## src/rtl/bnn_pkg.sv

```systemverilog
// Shared types and constants for the BNN image-load / inference controller.
package bnn_pkg;

  localparam int        IMG_PIXELS    = 784;
  localparam int        BYTES_PER_IMG = IMG_PIXELS / 8;
  localparam logic [7:0] ERR_CLASS    = 8'hFF;

  typedef enum logic [2:0] {
    ST_IDLE  = 3'd0,
    ST_LOAD  = 3'd1,
    ST_START = 3'd2,
    ST_WAIT  = 3'd3,
    ST_DONE  = 3'd4
  } bnn_ctrl_state_t;

  function automatic int byte_cnt_width(input int pixels);
    return $clog2(pixels / 8 + 1);
  endfunction

endpackage

```

## src/rtl/bnn_controller_if.sv

```systemverilog
// Host-side byte stream and result handshake of the BNN controller.
interface bnn_controller_if;

  logic [7:0] rx_data;
  logic       rx_valid;
  logic       rx_ready;
  logic       result_valid;
  logic [7:0] result_class;
  logic       result_ack;

  modport master (
    output rx_data, rx_valid, result_ack,
    input  rx_ready, result_valid, result_class
  );

  modport slave (
    input  rx_data, rx_valid, result_ack,
    output rx_ready, result_valid, result_class
  );

endinterface

```

## src/rtl/bnn_img_loader.sv

```systemverilog
// Counts accepted pixel bytes and unpacks them MSB-first into the image register.
module bnn_img_loader #(
  parameter int IMG_PIXELS = bnn_pkg::IMG_PIXELS
) (
  input  logic       clk,
  input  logic       rst_n,
  input  logic       cnt_clr_i,
  input  logic       accept_i,
  input  logic [7:0] byte_i,
  output logic       last_o,
  output logic       core_img_o [0:IMG_PIXELS-1]
);
  import bnn_pkg::*;

  localparam int NBYTES = IMG_PIXELS / 8;
  localparam int CW     = byte_cnt_width(IMG_PIXELS);

  logic [CW-1:0]         cnt_q;
  logic [IMG_PIXELS-1:0] img_q;
  logic [7:0]            byte_rev;

  // Pixel 8k+i takes bit 7-i of byte k.
  for (genvar gi = 0; gi < 8; gi++) begin : g_rev
    assign byte_rev[gi] = byte_i[7-gi];
  end

  always_ff @(posedge clk or negedge rst_n) begin
    if (!rst_n) begin
      cnt_q <= '0;
      img_q <= '0;
    end else begin
      if (cnt_clr_i)
        cnt_q <= '0;
      else if (accept_i)
        cnt_q <= cnt_q + 1'b1;
      if (accept_i) begin
        for (int k = 0; k < NBYTES; k++) begin
          if (cnt_q == CW'(k))
            img_q[8*k +: 8] <= byte_rev;
        end
      end
    end
  end

  assign last_o = (cnt_q == CW'(NBYTES - 1));

  for (genvar gi = 0; gi < IMG_PIXELS; gi++) begin : g_img
    assign core_img_o[gi] = img_q[gi];
  end

endmodule

```

## src/rtl/bnn_controller.sv

```systemverilog
// BNN inference controller: loads a packed image, starts the core, returns the class.
// Optional WAIT watchdog enabled by defining BNN_CTRL_TIMEOUT_EN.
module bnn_controller #(
  parameter int IMG_PIXELS     = bnn_pkg::IMG_PIXELS,
  parameter int TIMEOUT_CYCLES = 1024
) (
  input  logic             clk,
  input  logic             rst_n,
  bnn_controller_if.slave  bus,
  input  logic             clear,
  output logic             core_start,
  output logic             core_img [0:IMG_PIXELS-1],
  input  logic             core_result_ready,
  input  logic [7:0]       core_result,
  output logic             busy,
  output logic             error
);
  import bnn_pkg::*;

  bnn_ctrl_state_t state_q;
  logic            core_start_q;
  logic            result_valid_q;
  logic [7:0]      result_class_q;
  logic            busy_q;
  logic            rdy_prev_q;

  logic rx_ready;
  logic accept;
  logic last_byte;
  logic rdy_rise;
  logic cnt_clr;

  assign rx_ready = (state_q == ST_IDLE) || (state_q == ST_LOAD);
  // clear wins over a byte arriving in the same cycle
  assign accept   = bus.rx_valid && rx_ready && !clear;
  assign rdy_rise = core_result_ready && !rdy_prev_q;
  assign cnt_clr  = clear || ((state_q == ST_DONE) && bus.result_ack);

  bnn_img_loader #(.IMG_PIXELS(IMG_PIXELS)) u_loader (
    .clk        (clk),
    .rst_n      (rst_n),
    .cnt_clr_i  (cnt_clr),
    .accept_i   (accept),
    .byte_i     (bus.rx_data),
    .last_o     (last_byte),
    .core_img_o (core_img)
  );

`ifdef BNN_CTRL_TIMEOUT_EN
  localparam int WD_W = $clog2(TIMEOUT_CYCLES + 1);
  logic [WD_W-1:0] wd_q;
  logic            error_q;
  logic            wd_expired;
  assign wd_expired = (wd_q == WD_W'(TIMEOUT_CYCLES - 1));
  assign error      = error_q;
`else
  assign error = 1'b0;
`endif

  always_ff @(posedge clk or negedge rst_n) begin
    if (!rst_n) begin
      state_q        <= ST_IDLE;
      core_start_q   <= 1'b0;
      result_valid_q <= 1'b0;
      result_class_q <= '0;
      busy_q         <= 1'b0;
      rdy_prev_q     <= 1'b0;
`ifdef BNN_CTRL_TIMEOUT_EN
      wd_q           <= '0;
      error_q        <= 1'b0;
`endif
    end else begin
      rdy_prev_q   <= core_result_ready;
      core_start_q <= 1'b0;
      if (clear) begin
        state_q        <= ST_IDLE;
        result_valid_q <= 1'b0;
        busy_q         <= 1'b0;
`ifdef BNN_CTRL_TIMEOUT_EN
        error_q        <= 1'b0;
`endif
      end else begin
        case (state_q)
          ST_IDLE, ST_LOAD: begin
            if (accept) begin
              busy_q <= 1'b1;
              if (last_byte) begin
                state_q      <= ST_START;
                core_start_q <= 1'b1;
              end else begin
                state_q <= ST_LOAD;
              end
            end
          end
          ST_START: begin
            state_q <= ST_WAIT;
`ifdef BNN_CTRL_TIMEOUT_EN
            wd_q    <= '0;
`endif
          end
          ST_WAIT: begin
            // a level left high from before WAIT is not a completion
            if (rdy_rise) begin
              result_class_q <= core_result;
              result_valid_q <= 1'b1;
              state_q        <= ST_DONE;
            end
`ifdef BNN_CTRL_TIMEOUT_EN
            else if (wd_expired) begin
              result_class_q <= ERR_CLASS;
              result_valid_q <= 1'b1;
              error_q        <= 1'b1;
              state_q        <= ST_DONE;
            end else begin
              wd_q <= wd_q + 1'b1;
            end
`endif
          end
          ST_DONE: begin
            if (bus.result_ack) begin
              state_q        <= ST_IDLE;
              result_valid_q <= 1'b0;
              busy_q         <= 1'b0;
`ifdef BNN_CTRL_TIMEOUT_EN
              error_q        <= 1'b0;
`endif
            end
          end
          default: state_q <= ST_IDLE;
        endcase
      end
    end
  end

  assign bus.rx_ready     = rx_ready;
  assign bus.result_valid = result_valid_q;
  assign bus.result_class = result_class_q;
  assign core_start       = core_start_q;
  assign busy             = busy_q;

endmodule

```

## src/flat_wrapper.sv

```systemverilog
// flat-port wrapper written by rule: the top's interface ports become plain ports
module bnn_controller_flat import bnn_pkg::*;
#(
  parameter int IMG_PIXELS     = bnn_pkg::IMG_PIXELS,
  parameter int TIMEOUT_CYCLES = 1024
)
  (clk, rst_n, clear, core_start, core_img, core_result_ready, core_result, busy, error, bus_rx_data, bus_rx_valid, bus_result_ack, bus_rx_ready, bus_result_valid, bus_result_class);
  bnn_controller_if bus_i ();
  input  logic clk;
  input  logic rst_n;
  input  logic clear;
  output logic core_start;
  output logic core_img[0:IMG_PIXELS-1];
  input  logic core_result_ready;
  input  logic [7:0] core_result;
  output logic busy;
  output logic error;
  input wire logic [$bits(bus_i.rx_data)-1:0] bus_rx_data;
  input wire logic [$bits(bus_i.rx_valid)-1:0] bus_rx_valid;
  input wire logic [$bits(bus_i.result_ack)-1:0] bus_result_ack;
  output wire logic [$bits(bus_i.rx_ready)-1:0] bus_rx_ready;
  output wire logic [$bits(bus_i.result_valid)-1:0] bus_result_valid;
  output wire logic [$bits(bus_i.result_class)-1:0] bus_result_class;
  assign bus_i.rx_data = bus_rx_data;
  assign bus_i.rx_valid = bus_rx_valid;
  assign bus_i.result_ack = bus_result_ack;
  assign bus_rx_ready = bus_i.rx_ready;
  assign bus_result_valid = bus_i.result_valid;
  assign bus_result_class = bus_i.result_class;
  bnn_controller #(.IMG_PIXELS(IMG_PIXELS), .TIMEOUT_CYCLES(TIMEOUT_CYCLES)) u_core (.clk(clk), .rst_n(rst_n), .bus(bus_i), .clear(clear), .core_start(core_start), .core_img(core_img), .core_result_ready(core_result_ready), .core_result(core_result), .busy(busy), .error(error));
endmodule
```

## config.mk

```make
export PLATFORM = sky130hd
export DESIGN_NAME = bnn_controller_flat
export DESIGN_NICKNAME = d
export VERILOG_FILES = /design/src/rtl/bnn_pkg.sv /design/src/rtl/bnn_controller_if.sv /design/src/rtl/bnn_img_loader.sv /design/src/rtl/bnn_controller.sv /design/src/flat_wrapper.sv
export SDC_FILE = /design/constraint.sdc
export NUM_CORES = 1
export LEC_CHECK = 0
export CAP_MARGIN = 20
export CORE_ASPECT_RATIO = 2
export CORE_MARGIN = 10
export CORE_UTILIZATION = 32
export CTS_BUF_LIST = sky130_fd_sc_hd__clkbuf_16
export CTS_CLUSTER_DIAMETER = 30
export DETAILED_ROUTE_END_ITERATION = 16
export PLACE_DENSITY = 0.67
export SLEW_MARGIN = 30
export SYNTH_ARGS = -nofsm -noshare
export SYNTH_HDL_FRONTEND = slang
export SYNTH_SLANG_ARGS = --single-unit
```

## constraint.sdc

```tcl
create_clock -name clk -period 3.02 [get_ports clk]
set_input_delay 0.604 -clock clk [delete_from_list [all_inputs] [get_ports clk]]
set_output_delay 0.604 -clock clk [all_outputs]
set_load 0.005 [all_outputs]
```

Word-level counts from Yosys, hierarchy flattened
Cells that the tools add are included.
- flip-flop bits (word level): 806
- input bits: 22
- output and inout bits: 797
- logic and storage cells: 346
- $add $sub $neg: 1
- equality and inequality tests: 104
- multiplexer cells: 19
- bitwise logic cells: 1
- reduce and logical (&&, ||, !) cells: 116
- operators with widths (kind ; number):
    7-bit == test (second input constant) ; 34
    7-bit by 6-bit == test with 1-bit output (second input constant) ; 32
    2-bit AND reduction ; 98
    7-bit by 5-bit == test with 1-bit output (second input constant) ; 16
    7-bit by 4-bit == test with 1-bit output (second input constant) ; 8
    7-bit by 3-bit == test with 1-bit output (second input constant) ; 4
    7-bit by 2-bit == test with 1-bit output (second input constant) ; 2
    7-bit 2-to-1 mux ; 2
    3-bit 2-to-1 mux ; 4
    3-bit one-hot mux with 4 select lines ; 1
    3-bit AND reduction ; 4
    1-bit 2-to-1 mux ; 9
    7-bit by 1-bit adder with 7-bit output (second input constant) ; 1
    7-bit by 1-bit == test with 1-bit output (second input constant) ; 1
    7-bit zero test ; 1
    3-bit by 2-bit == test with 1-bit output (second input constant) ; 2
    3-bit by 2-bit inequality test with 1-bit output (second input constant) ; 2
    3-bit nonzero test ; 2
    1-bit logical AND ; 4
    1-bit one-hot mux with 2 select lines ; 2
    3-bit by 1-bit == test with 1-bit output (second input constant) ; 1
    3-bit == test (second input constant) ; 1
    3-bit zero test ; 1
    3-bit inequality test (second input constant) ; 1
    other kinds (6) ; 8

Depth between registers and ports, before layout
- depth after elaboration: 7
- gate-level depth with buffers: 7
- depth with buffers taken out: 5

Cells and area by module
A second synthesis with hierarchy kept.
- cell total of the unflattened synthesis: 1890
- area, all modules: 31866.8 sq um
- by module, submodules not included (module ; instances ; cells an instance ; area an instance (sq um) ; seq. area each (sq um)):
    bnn_img_loader ; 1 ; 1837 ; 31147.4 ; 19794.0
    bnn_controller ; 1 ; 53 ; 719.4 ; 375.4

Worst setup path after synthesis
No wires, ideal clock.
- path kind: input port to flip-flop
- start point: in clear
- end point: reg u_core.u_loader.img_q[128]
- library setup time: 0.125 ns
- arrival time: 2.247 ns
- required time: 2.895 ns
- path slack: 0.649 ns
- stages: 5
- path buffers: 2
- cell sequence: or4b_1 -> buf_2 -> buf_6 -> nor4_4 -> mux2_2
- longest elaborated chain between the ends: 3
- RTL lines (item ; line ; RTL):
    start: declaration ; flat_wrapper.sv:11 ; input logic clear;
    1-bit zero test ; bnn_controller.sv:35 ; assign accept = bus.rx_valid && rx_ready && !clear;
    1-bit logical AND ; bnn_controller.sv:35 ;
    2-bit AND reduction (no line) ; -- ;
    end signal: indexed assignment ; bnn_img_loader.sv:39 ; img_q[8*k +: 8] <= byte_rev;
    end: declaration ; bnn_img_loader.sv:19 ; logic [IMG_PIXELS-1:0] img_q;
No other way between the ends.
A chain may end at the register's enable or synchronous reset.

Worst setup path after layout
- start point: reg u_core.state_q[1]
- end point: out bus_rx_ready
- longest elaborated chain between the ends: 2
- elaborated cells on any way between the ends: 3
- classes of those cells: eq/ne (1); reduce/logical (2)
- RTL lines (item ; line ; RTL):
    start: declaration ; bnn_controller.sv:20 ; bnn_ctrl_state_t state_q;
    start signal: assignment ; bnn_controller.sv:62 ; state_q <= ST_IDLE;
    start signal: assignment ; bnn_controller.sv:76 ; state_q <= ST_IDLE;
    start signal: assignment ; bnn_controller.sv:88 ; state_q <= ST_START;
    3-bit by 1-bit == test with 1-bit output / 3-bit zero test (equally long branches) ; bnn_controller.sv:33 ; assign rx_ready = (state_q == ST_IDLE) || (state_q == ST_LOAD);
    1-bit logical OR (*) ; bnn_controller.sv:33 ;
    end: declaration ; flat_wrapper.sv:21 ; output wire logic [$bits(bus_i.rx_ready)-1:0] bus_rx_ready;
Every way passes the cells marked *; elsewhere a longest branch is shown, timed or not.

==> results.py <==
metrics = {
    "timing": {
        "finalCriticalPeriod_ns": 2.751,
        "hold_violations": 0,
        "tightest_slew_ns": 0.7991,
        "relSlewSlack_pct": 46.73,
        "fin_hold_ws_ns": 0.4176,
        "setup_tns_ns": 0,
        "fin_crit_sh_pct": 91.11,
        "clock_skew_ns": 0.03130,
        "drv_slew": 0,
        "fmaxAchievable_ghz": 0.3634,
        "finalSetupViolCount": 0,
        "rsz0062_at_grt": "no",
    },
    "drt": {
        "via_count": 20361,
        "drc_errors": 0,
        "ant_nets": 0,
        "wl_mm": 115.5,
        "post_drt_wl_per_cell_um": 27.53,
        "via_per_inst": 4.851,
        "drt_iter0_markers": 841,
        "drt_first_pass_iters": 4,
    },
    "status": {
        "status": "finished, final reports clean",
    },
    "floorplan": {
        "row_count": 162,
        "die_h_um": 462.2,
        "die_width_um": 241.1,
        "core_mm2": 0.09729,
        "die_area_mm2": 0.1115,
        "io_pins": 819,
        "initial_core_util_pct": 32.16,
    },
    "min_path": {
        "hold_class": "primary input to flip-flop",
        "hold_start": "core_result_ready",
    },
    "synth": {
        "netlist-cell-type-count": 42,
        "avgSynthCellArea_um2": 16.16,
        "synthFlopType": "dfrtp_1",
        "synth_edf_count": 0,
        "synthCells": 1936,
        "ys_async_sr_fraction_pct": 100.0,
        "yosysWarnings": 0,
        "synth_fp_nets": 1962,
        "ys_ff_latch": 806,
        "yosysSeqAreaShare_pct": 64.45,
        "syn_area_mm2": 0.03129,
    },
    "critical_path": {
        "cpLargestDelayFamily": "buffers and inverters",
        "critical_path_buf_inv_count": 2,
        "startpoint": "u_core.state_q[1]",
        "startpoint_type": "flip-flop",
        "critical_path.endpoint_type": "primary output",
        "path_max_fanout": 10,
        "required_ns": 2.42,
        "max_stage_delay_ns": 0.61,
        "critPathSlowestCell": "clkdlybuf4s50_1",
        "r2r-start": "u_core.u_loader.cnt_q[0]",
        "critPathArrivalTime_ns": 2.15,
        "worstSetupPathType": "flip-flop to primary output",
        "path_cells": "buf_4 -> nor2_1 -> clkdlybuf4s50_1",
    },
    "final_layout": {
        "fillers": 8590,
        "post-route-util_pct": 46.96,
        "final_area_mm2": 0.04569,
        "syn2layout_area_growth_pct": 46.01,
        "layout_commonest_cell": "clkdlybuf4s50_1",
        "layout.cells.non_filler": 4197,
        "nNetsFinal": 2904,
        "drive_gt1_share_pct": 38.39,
        "final_cell_mix": "clkdlybuf4s50_1, dfrtp_1, mux2_2",
    },
    "run": {
        "cap_viol_max_count": 0,
    },
    "grt": {
        "track_usage_pct": 20.32,
        "grt_pass1_wl_mm": 163.4,
        "antenna_found_initial": 2,
        "grt_pass1_vias": 22016,
        "grt_max_degree": 99,
        "gr-total-overflow": 0,
    },
    "placed_design": {
        "finalWeightedCongestion": 0.7908,
        "io_buffers": 817,
        "place_area_mm2": 0.04213,
        "dp.cells": 4002,
        "hpwl_mm": 84.29,
    },
    "clock_network": {
        "insertion_delay_ns": 0.72,
        "clkSlewWorstSetupHoldPaths_ns": 0.06,
        "cts.path.max_buffers": 3,
        "h-tree-depth": 3,
        "cts_setup_buffers": 0,
        "cts_resized": 0,
        "cts_hold_buf": 1,
        "cts_made_buffers": 103,
        "cts.sinks": 806,
        "cts_root_buf": "clkbuf_16",
        "cts_tree": "built",
    },
    "power": {
        "p_per_area_mw_per_mm2": 560.5,
        "peakVddDrop_mv": 0.5846,
        "p_leak_nw": 21.61,
    },
}
## area by class of cell
class                           count  area, µm²  area share (%)
Sequential cell                   806      20170           44.15
Multi-Input combinational cell    979      10540           23.07
Timing Repair Buffer              980       9859           21.58
Clock buffer                      103       2577           5.641
Tap cell                         1230       1539           3.368
Clock inverter                     88      964.7           2.111
Inverter                            8      30.03         0.06572
Antenna cell                        3      7.507         0.01643
## stage by stage
stage                     setup WS [ns]  power (mW)
after floorplan                  0.6487       11.95
after global placement           0.1015       13.28
after detailed placement        0.07435       13.29
after CTS                        0.2189       25.92
after global routing             0.2156       26.51
final                            0.2685       25.61
## routing by layer
metal | global-route usage [%] | up-vias | wire, µm
li1 | - | 8811 | -
met2 | 34.83 | 789 | 57160
met1 | 21.54 | 10626 | 41660
met5 | 0 | - | 0
met3 | 9.287 | 135 | 13290
met4 | 7.404 | 0 | 3419
## final timing paths
check                                        endpoint  cells after the start  slack [ns]
min in group asynchronous  u_core.u_loader.img_q[765]                      2        0.45
max in group asynchronous  u_core.u_loader.img_q[464]                      4        1.60
setup / recovery                         bus_rx_ready                      3        0.27
hold reg to reg            u_core.u_loader.img_q[667]                      1        0.48
setup reg to reg           u_core.u_loader.img_q[134]                      6        0.58
hold / removal                      u_core.rdy_prev_q                      1        0.42
## cells by family after synthesis
kind of cell | after synthesis | synth area share, %
muxes | 794 | 28.56
AOI/OAI and AO/OA | 16 | 0.3199
adders and majority gates | 4 | 0.1599
DFF | 806 | 64.45
other | 1 | 0.01198
and+or+nand+nor | 164 | 4.506
buffers and inverters | 151 | 1.983
## flip-flops by register name (all words and copies together) (netlist names)
signal	cells
u_core.u_loader.img_q	784
u_core.bus.result_class	8
u_core.u_loader.cnt_q	7
u_core.state_q	3
u_core.bus.result_valid	1
u_core.busy	1
u_core.core_start	1
u_core.rdy_prev_q	1
## power by group
group / switching, mW / internal (mW)
Combinational: 0.922 / 0.864
Clock: 5.19 / 7.34
Sequential: 0.176 / 11.1
Total: 6.29 / 19.3
## cell usage after synthesis, types with 2 or more instances
| master | n | share of area [%] |
|---|---|---|
| nor4_4 | 16 | 1.1 |
| inv_1 | 8 | 0.096 |
| mux2_2 | 750 | 27 |
| nand3_1 | 56 | 0.90 |
| a21oi_1 | 5 | 0.080 |
| nand3b_1 | 10 | 0.24 |
| dfrtp_1 | 806 | 64 |
| nor2_1 | 4 | 0.048 |
| nor4b_1 | 2 | 0.056 |
| and3_1 | 4 | 0.080 |
| nand2b_1 | 2 | 0.040 |
| buf_6 | 3 | 0.11 |
| or4_1 | 2 | 0.048 |
| o21ai_0 | 4 | 0.064 |
| nand2_1 | 5 | 0.060 |
| buf_2 | 19 | 0.30 |
| nor3b_1 | 6 | 0.14 |
| mux2i_1 | 2 | 0.064 |
| clkbuf_1 | 118 | 1.4 |
| or3b_2 | 4 | 0.11 |
| buf_4 | 2 | 0.048 |
| or3_1 | 3 | 0.060 |
| nor3_4 | 16 | 0.83 |
| and3b_1 | 8 | 0.22 |
| nand4_1 | 19 | 0.38 |
| o31ai_1 | 2 | 0.048 |
| mux2_1 | 42 | 1.5 |
| ha_1 | 4 | 0.16 |
(Power assumes the default switching activity.)
